## src/rtl/seq_stepper_pkg.sv

```systemverilog
// seq_stepper_pkg
// Shared types and helpers for the one-hot step sequencer.
//   mode_e    : auto-advance behaviour (rotate or ping-pong)
//   dir_e     : ping-pong travel direction
//   clamp_len : forces a requested loop length into 1..width
package seq_stepper_pkg;

    typedef enum logic {
        MODE_ROTATE   = 1'b0,
        MODE_PINGPONG = 1'b1
    } mode_e;

    typedef enum logic {
        DIR_FWD = 1'b0,
        DIR_BWD = 1'b1
    } dir_e;

    // A zero length would leave no legal position, so it collapses to one step.
    function automatic int clamp_len(input int len, input int width);
        if (len <= 0) begin
            return 1;
        end else if (len > width) begin
            return width;
        end else begin
            return len;
        end
    endfunction

endpackage

```

## src/rtl/seq_prescaler.sv

```systemverilog
// seq_prescaler
// Tempo prescaler: counts clk cycles and emits a one-cycle tick every
// i_period+1 cycles while enabled.
//   clk      : system clock
//   rst_n    : synchronous active-low reset
//   i_clear  : restart the count from zero (suppresses a tick this cycle)
//   i_en     : count enable; when low the count is held at zero
//   i_period : tick interval minus one
//   o_tick   : combinational tick, valid for the current cycle's edge
module seq_prescaler #(
    parameter int PER_W = 16
) (
    input  logic             clk,
    input  logic             rst_n,
    input  logic             i_clear,
    input  logic             i_en,
    input  logic [PER_W-1:0] i_period,
    output logic             o_tick
);

    logic [PER_W-1:0] r_cnt;
    logic [PER_W-1:0] w_cnt_next;

    always_comb begin
        o_tick     = 1'b0;
        w_cnt_next = r_cnt + PER_W'(1);
        if (i_clear || !i_en) begin
            w_cnt_next = '0;
        end else if (r_cnt == i_period) begin
            o_tick     = 1'b1;
            w_cnt_next = '0;
        end
    end

    always_ff @(posedge clk) begin
        if (!rst_n) begin
            r_cnt <= '0;
        end else begin
            r_cnt <= w_cnt_next;
        end
    end

endmodule

```

## src/rtl/seq_stepper.sv

```systemverilog
// seq_stepper
// Parametrised one-hot step sequencer with manual stepping, programmable
// loop length and tempo-driven auto-advance (rotate or ping-pong).
//   clk       : system clock
//   rst_n     : synchronous active-low reset
//   srst      : synchronous return-to-home, active-high
//   go_left   : manual step toward MSB (index decrement)
//   go_right  : manual step toward LSB (index increment)
//   auto_en   : enable tempo-driven auto-advance
//   mode      : 0 = rotate, 1 = ping-pong (auto-advance only)
//   period    : auto tick interval minus one, in clk cycles
//   len       : active loop length (clamped to 1..WIDTH)
//   seq_out   : one-hot step, bit WIDTH-1-step_idx set
//   step_idx  : current step index, 0 = home
//   step_tick : one-cycle pulse after each auto-advance
//   wrap      : one-cycle pulse on loop wrap or ping-pong bounce
module seq_stepper
    import seq_stepper_pkg::*;
#(
    parameter int WIDTH = 8,
    parameter int PER_W = 16,
    parameter int IDX_W = $clog2(WIDTH) + 1
) (
    input  logic             clk,
    input  logic             rst_n,
    input  logic             srst,
    input  logic             go_left,
    input  logic             go_right,
    input  logic             auto_en,
    input  logic             mode,
    input  logic [PER_W-1:0] period,
    input  logic [IDX_W-1:0] len,
    output logic [WIDTH-1:0] seq_out,
    output logic [IDX_W-1:0] step_idx,
    output logic             step_tick,
    output logic             wrap
);

    logic [IDX_W-1:0] r_pos;
    dir_e             r_dir;
    logic             r_step_tick;
    logic             r_wrap;

    logic [IDX_W-1:0] w_pos_next;
    dir_e             w_dir_next;
    logic             w_step_tick_next;
    logic             w_wrap_next;

    logic [IDX_W-1:0] w_len_l;
    logic [IDX_W-1:0] w_last;
    logic             w_fix;
    logic             w_clear;
    logic             w_tick;
    mode_e            w_mode;

    assign w_len_l = IDX_W'(clamp_len(int'(len), WIDTH));
    assign w_last  = w_len_l - IDX_W'(1);
    assign w_fix   = (r_pos >= w_len_l);
    assign w_mode  = mode_e'(mode);

    // Any event that outranks the auto tick restarts the tempo count.
    assign w_clear = srst | w_fix | go_left | go_right;

    seq_prescaler #(
        .PER_W (PER_W)
    ) u_prescaler (
        .clk      (clk),
        .rst_n    (rst_n),
        .i_clear  (w_clear),
        .i_en     (auto_en),
        .i_period (period),
        .o_tick   (w_tick)
    );

    always_comb begin
        w_pos_next       = r_pos;
        w_dir_next       = r_dir;
        w_step_tick_next = 1'b0;
        w_wrap_next      = 1'b0;
        if (srst) begin
            w_pos_next = '0;
            w_dir_next = DIR_FWD;
        end else if (w_fix) begin
            // Length shrank under the current position: go home silently.
            w_pos_next = '0;
        end else if (go_left) begin
            w_wrap_next = (r_pos == '0);
            w_pos_next  = (r_pos == '0) ? w_last : r_pos - IDX_W'(1);
        end else if (go_right) begin
            w_wrap_next = (r_pos == w_last);
            w_pos_next  = (r_pos == w_last) ? '0 : r_pos + IDX_W'(1);
        end else if (w_tick) begin
            w_step_tick_next = 1'b1;
            if (w_mode == MODE_ROTATE) begin
                w_wrap_next = (r_pos == w_last);
                w_pos_next  = (r_pos == w_last) ? '0 : r_pos + IDX_W'(1);
            end else if (r_dir == DIR_FWD && r_pos == w_last) begin
                // Bounce off the far end; a one-step loop stays at 0.
                w_dir_next  = DIR_BWD;
                w_wrap_next = 1'b1;
                w_pos_next  = (w_len_l >= IDX_W'(2)) ? w_len_l - IDX_W'(2) : '0;
            end else if (r_dir == DIR_BWD && r_pos == '0) begin
                w_dir_next  = DIR_FWD;
                w_wrap_next = 1'b1;
                w_pos_next  = (w_len_l >= IDX_W'(2)) ? IDX_W'(1) : '0;
            end else if (r_dir == DIR_FWD) begin
                w_pos_next = r_pos + IDX_W'(1);
            end else begin
                w_pos_next = r_pos - IDX_W'(1);
            end
        end
    end

    always_ff @(posedge clk) begin
        if (!rst_n) begin
            r_pos       <= '0;
            r_dir       <= DIR_FWD;
            r_step_tick <= 1'b0;
            r_wrap      <= 1'b0;
        end else begin
            r_pos       <= w_pos_next;
            r_dir       <= w_dir_next;
            r_step_tick <= w_step_tick_next;
            r_wrap      <= w_wrap_next;
        end
    end

    // Index 0 maps to the MSB.
    for (genvar gi = 0; gi < WIDTH; gi++) begin : g_decode
        assign seq_out[gi] = (r_pos == IDX_W'(WIDTH - 1 - gi));
    end

    assign step_idx  = r_pos;
    assign step_tick = r_step_tick;
    assign wrap      = r_wrap;

endmodule

```

## config.mk

```make
export PLATFORM = sky130hd
export DESIGN_NAME = seq_stepper
export DESIGN_NICKNAME = d
export VERILOG_FILES = /design/src/rtl/seq_stepper_pkg.sv /design/src/rtl/seq_prescaler.sv /design/src/rtl/seq_stepper.sv
export SDC_FILE = /design/constraint.sdc
export NUM_CORES = 1
export LEC_CHECK = 0
export ABC_AREA = 1
export ABC_CLOCK_PERIOD_IN_PS = 2500
export BUFFER_PORTS_ARGS = -buffer_cell sky130_fd_sc_hd__clkbuf_2
export CORE_ASPECT_RATIO = 1.25
export CORE_MARGIN = 2
export CORE_UTILIZATION = 40
export DETAILED_ROUTE_END_ITERATION = 8
export PLACE_DENSITY = 0.71
export RECOVER_POWER = 50
export REMOVE_ABC_BUFFERS = 1
export SETUP_SLACK_MARGIN = 0.5
export SLEW_MARGIN = 20
export SYNTH_ARGS = -nofsm -noshare
export SYNTH_HDL_FRONTEND = slang
export SYNTH_SLANG_ARGS = --single-unit
```

## constraint.sdc

```tcl
create_clock -name clk -period 2.5 [get_ports clk]
set_clock_uncertainty 0.15 [all_clocks]
set_input_delay 0.25 -clock clk [delete_from_list [all_inputs] [get_ports clk]]
set_output_delay 0.25 -clock clk [all_outputs]
set_load 0.1 [all_outputs]
```

After elaboration in Yosys (flattened, before gate mapping) --
Index checks and enable logic that the tools add are counted.
Storage, ports and cells: register bits 23, word-level logic and storage cells 67, output and inout port bits 14
Operators by class: reductions and logical operators 12, multiplexer cells 24, add/subtract/negate cells 5, $lt $le $gt $ge 4, equal/unequal tests 9, bitwise gates (word level) 8
Operators with widths (number):
- 2-to-1 mux 4 bit | 12
- adder 16 x 1 -> 16 bit (second input constant) | 1
- equality test 16 bit | 1
- equality test 4 x 3 -> 1 bit (second input constant) | 4
- 2-to-1 mux 1 bit | 12
- equality test 4 x 2 -> 1 bit (second input constant) | 2
- subtractor 4 x 1 -> 4 bit (second input constant) | 2
- AND reduction 6 bit | 1
- OR reduction 3 bit | 2
- inverter 1 bit | 5
- OR reduction 5 bit | 1
- adder 4 x 1 -> 4 bit (second input constant) | 1
- equality test 4 x 1 -> 1 bit (second input constant) | 1
- equality test 4 bit | 1
- greater-or-equal comparator 4 x 2 -> 1 bit (second input constant) | 1
- greater-or-equal comparator 4 bit | 1
- > comparator 4 bit (second input constant) | 1
- less-or-equal comparator 4 x 1 -> 1 bit (second input constant) | 1
- logical NOT 4 bit | 1
- subtractor 4 x 2 -> 4 bit (second input constant) | 1
- OR 1 bit | 3
- nonzero test 3 bit | 1
- logical AND 1 bit | 2
- nonzero test 2 bit | 1
- 3 further kinds | 3

Depth between registers and ports, before layout --
word-level depth 12, gate-level depth with buffers 17, gate-level depth less buffers 17

Modules after synthesis --
From an unflattened synthesis, not the netlist that was laid out.
Unflattened totals: cell total of the unflattened synthesis 370, area total of the unflattened synthesis 2247.2 um^2
Modules (own cells, without submodules):
- seq_stepper | cells each 186, area each 1173.6 um^2, sequential area each 140.1 um^2, instances 1
- seq_prescaler | cells each 184, area each 1073.5 um^2, sequential area each 320.3 um^2, instances 1

Least setup slack after synthesis --
OpenSTA, ideal clock, no wires.
path type register to output, start point register r_pos[1], in the netlist step_idx[1], end point output seq_out[0], path buffers 0, data required time 2.100 ns, arrival time 2.688 ns, cell stages (with the launch flop) 4, path slack -0.588 ns, cells stage by stage dfxtp_1 ha_1 inv_1 nor2_1
On the way: word-level cells in the longest chain between the ends 1
Ends and longest elaborated chain:
- from (decl) | line seq_stepper.sv:39 | logic [IDX_W-1:0] r_pos;
- from (signal assigned) | line seq_stepper.sv:121 | r_pos <= w_pos_next;
- equality test 4 x 3 -> 1 bit | line seq_stepper.sv:130 | assign seq_out[gi] = (r_pos == IDX_W'(WIDTH - 1 - gi));
- to (decl) | line seq_stepper.sv:33 | output logic [WIDTH-1:0] seq_out,
Every way passes these cells.

Worst setup path in the final report --
start point input len[2], end point register r_pos[2], in the netlist step_idx[2]
On the way: word-level cells in the longest chain between the ends 11, elaborated cells between the ends (all ways) 25, those cells by class add/sub: 2; order compare: 4; eq/ne: 1; mux: 11; bitwise: 3; reduce/logical: 4
Ends and longest elaborated chain:
- from (decl) | line seq_stepper.sv:32 | input logic [IDX_W-1:0] len,
- > comparator 4 bit | line seq_stepper_pkg.sv:22 | end else if (len > width) begin
- 2-to-1 mux 4 bit | line seq_stepper_pkg.sv:22
- 2-to-1 mux 4 bit * | line seq_stepper_pkg.sv:20 | if (len <= 0) begin
- subtractor 4 x 1 -> 4 bit | line seq_stepper.sv:57 | assign w_last = w_len_l - IDX_W'(1);
- equality test 4 bit | line seq_stepper.sv:91, seq_stepper.sv:96, seq_stepper.sv:97
- logical AND 1 bit | line seq_stepper.sv:97 | end else if (r_dir == DIR_FWD && r_pos == w_last) begin
- 2-to-1 mux 4 bit | line seq_stepper.sv:97
- 2-to-1 mux 4 bit | line seq_stepper.sv:94 | if (w_mode == MODE_ROTATE) begin
- 2-to-1 mux 4 bit | line seq_stepper.sv:92 | end else if (w_tick) begin
- 2-to-1 mux 4 bit | line seq_stepper.sv:89 | end else if (go_right) begin
- 2-to-1 mux 4 bit | line seq_stepper.sv:86 | end else if (go_left) begin
Mark *: on every way between the ends. The rest lies on a longest branch, timed or not. The select of a mux whose other input is x is not followed. A chain may end at the register's enable or synchronous reset.

==> metrics.md <==
| Metric | Value |
|---|---|
| CTS tree | `yes` |
| Syn. warnings | `0` |
| Crit path kind | `input port to flop` |
| Via density | `5.09` |
| Dpl cell area | `2250 sq um` |
| Wire length of the first global-routing pass | `7600 um` |
| Largest net degree at the start of global routing | `14` |
| Final Hold Vio Count | `0` |
| Design Area, Final | `2730 sq um` |
| Hold Startpoint | `rst_n` |
| Clk Latency, worst-skew pair | `0.27 ns` |
| Final setup margin | `0.337 ns` |
| Clock buffer count from CTS | `3` |
| CP Cell Sequence | `buf_6, nand3b_1, a21oi_1, inv_2, ha_4, inv_2, nor2_1, o211ai_1, nand3_1, nor2_1, nand2_1, buf_6, a21oi_1, a21oi_2` |
| Cell count after synthesis | `297` |
| Reg clk slew, reported paths | `0.08 ns` |
| Final setup vio count | `0` |
| CP Data Required Time | `2.51 ns` |
| Most common cell after layout, fill and taps aside | `nand2_1` |
| Port bufs | `40` |
| Buffer depth of the longest clock path | `2` |
| R2R setup slack | `0.50 ns` |
| Seq pwr share | `35.6%` |
| Critical Path AT | `2.17 ns` |
| Pre-CTS WS | `-0.0580 ns` |
| Worst Reg-to-Reg Cells | `8` |
| CP max FO | `8` |
| Core ar. | `4690 sq um` |
| Worst path slowest cell | `ha_4` |
| DIE WIDTH | `66.3 um` |
| Maximum vdd drop | `182 uV` |
| Yosys reg bits | `23` |
| Register area share after synthesis | `23.7%` |
| Syn Area/Cell | `6.53 sq um` |
| GP Congestion | `0.881` |
| DR vias | `2127` |
| Pre-antenna DRT Iters | `4` |
| Period utilization | `86.5%` |
| Max_cap viols | `0` |
| Initial Utilization | `41.3%` |
| ANT nets after route | `0` |
| Top-Level Pins | `41` |
| Status | `completed` |
| CP endpoint kind | `flop` |
| Die height | `81.9 um` |
| Total power | `1060 uW` |
| WL/cell | `12.8 um` |
| DRC viols | `0` |
| R2r endpoint | `step_idx[2]` |
| Final Max Tran Viols | `0` |
| Asr flop ratio synth | `0%` |
| Main synth FF type | `dfxtp_1` |
| RSZ-0062 raised after global routing | `true` |
| DIE AREA | `5430 sq um` |
| Mapped cell area | `1940 sq um` |
| Crit path largest cell delay | `0.23 ns` |
| Layout cells sized above 1 | `39.1%` |
| Slew HR | `22.6%` |
| NetSw | `418 uW` |
| Worst Setup Start Kind | `input port` |
| 1st-iter DRT viols | `59` |
| Worst hold endpoint | `r_dir` |
| Post-synth EDFFs | `0` |
| Clock Power Share | `21.7%` |
| Max Freq | `462 MHz` |
| H-Tree Depth | `1` |
| Initial antenna violation count | `0` |
| Worst r2r src | `step_idx[3]` |
| Synthesis-to-layout area growth | `40.9%` |
| Core Util, Final | `58.2%` |
| Power per cell area | `387 nW/um^2` |
| Setup_tns | `0 ns` |
| Sw Ratio | `39.5%` |
| Commonest non-fill, non-tap cells in the layout | `nand2_1, inv_1, nor2_1, clkbuf_2, dfxtp_1` |
| Leak | `0.00117 uW` |
| Overflow after GRT | `0` |
| Inserted Diodes | `0` |
| Detailed placement HPWL | `3790 um` |
| Combinational share of power | `42.7%` |
| Cell Int Power | `640 uW` |
| Routed wire length | `5360 um` |
| Num rows | `28` |
| Sink Count | `23` |
| Post-route minimum period | `2.16 ns` |
| Overall routing resource usage | `17.8%` |
| Distinct cells, synth | `32` |
| Nets | `398` |
| Number of global-route vias before repair | `1833` |
| Hold Path Stages | `3` |
| Root buf cell | `clkbuf_8` |
| Worst Max-Slew Pin Slew | `1.17 ns` |
| Worst hold path type | `input port to flop` |
how the worst max path moves through the flow:
stage	start	to	slack, ns	depth (start not counted)
final	len[2]	step_idx[2]	0.34	14
after global routing	len[2]	step_idx[2]	0.23	14
after CTS	len[2]	u_prescaler.r_cnt[12]	0.42	15
after detailed placement	len[1]	step_idx[0]	-0.06	18
after global placement	len[1]	step_idx[0]	-0.04	18
after floorplan	step_idx[1]	seq_out[0]	-0.59	3
final cells by class:
type | instances | area (sq um)
fill | 439 | 1960
sequential | 23 | 463
timing repair inverter | 1 | 8.76
tap | 60 | 75.1
inverter | 43 | 166
timing repair buffer | 61 | 404
clock inverter | 1 | 5.00
clock buffer | 3 | 41.3
multi-input combinational | 226 | 1570
stage by stage:
step / instances / hold slack [ns]
after floorplan: 292 / 0.264
after global placement: 400 / 0.307
after detailed placement: 400 / 0.320
after CTS: 413 / 0.104
after global routing: 418 / 0.139
final: 418 / 0.131
registers in the layout (all words and copies together) (netlist names):
register / cells
u_prescaler.r_cnt: 16
step_tick: 1
step_idx: 4
wrap: 1
r_dir: 1
cell usage after synthesis (3+ instances only):
library cell | n | area, sq um
a21oi_1 | 25 | 125
inv_1 | 40 | 150
o21ai_0 | 8 | 40.0
nor2_2 | 5 | 31.3
ha_1 | 12 | 150
buf_2 | 3 | 15.0
nand3_1 | 29 | 145
nor3_1 | 4 | 20.0
dfxtp_1 | 23 | 460
nand2_2 | 3 | 18.8
nor3b_1 | 5 | 37.5
xor2_1 | 18 | 158
nand2_1 | 52 | 195
inv_2 | 3 | 11.3
nor2_1 | 38 | 143
nand4_1 | 6 | 37.5
o21ai_1 | 3 | 15.0
power groups by stage:
stage	sequential (uW)	combinational, uW	clock [uW]
floorplan	428	208	0
global placement	385	342	0
detailed placement	384	344	0
CTS	376	385	239
global route	377	483	252
finish	377	452	229
per-layer routing:
layer	track usage (%)	share of wire, %	wire length, um	vias to the layer above
met4	7.96	3.0	159	0
met1	20.3	40	2160	982
li1	-	-	-	1080
met3	2.05	3.4	181	18
met5	0	0	0	-
met2	32.8	53	2860	47
logic make-up (layout without fill, tap and decap cells):
kind of cell / after synthesis / after routing / synth area share [%]
AO/OA/AOI/OAI: 42 / 42 / 11.6
XOR/XNOR: 20 / 20 / 9.03
adder cells (fa/ha/maj): 12 / 12 / 7.74
buffers and inverters: 48 / 109 / 9.86
flip-flops: 23 / 23 / 23.7
AND/OR/NAND/NOR: 152 / 152 / 38.0
critical path, delay by kind of cell:
family                     cells  cell delay [ns]
AOI/OAI and AO/OA              4             0.58
adders and majority gates      1             0.23
buffers and inverters          4             0.44
and+or+nand+nor                5             0.67
repair_timing:
action,4_1_cts,5_1_grt
setup endpoints to repair,25,26
gates cloned,0,1
pin swaps,7,27
hold buffers,0,0
setup buffers,9,4
gates resized for setup,23,83
Note: power is estimated with default switching activity, not from simulation.
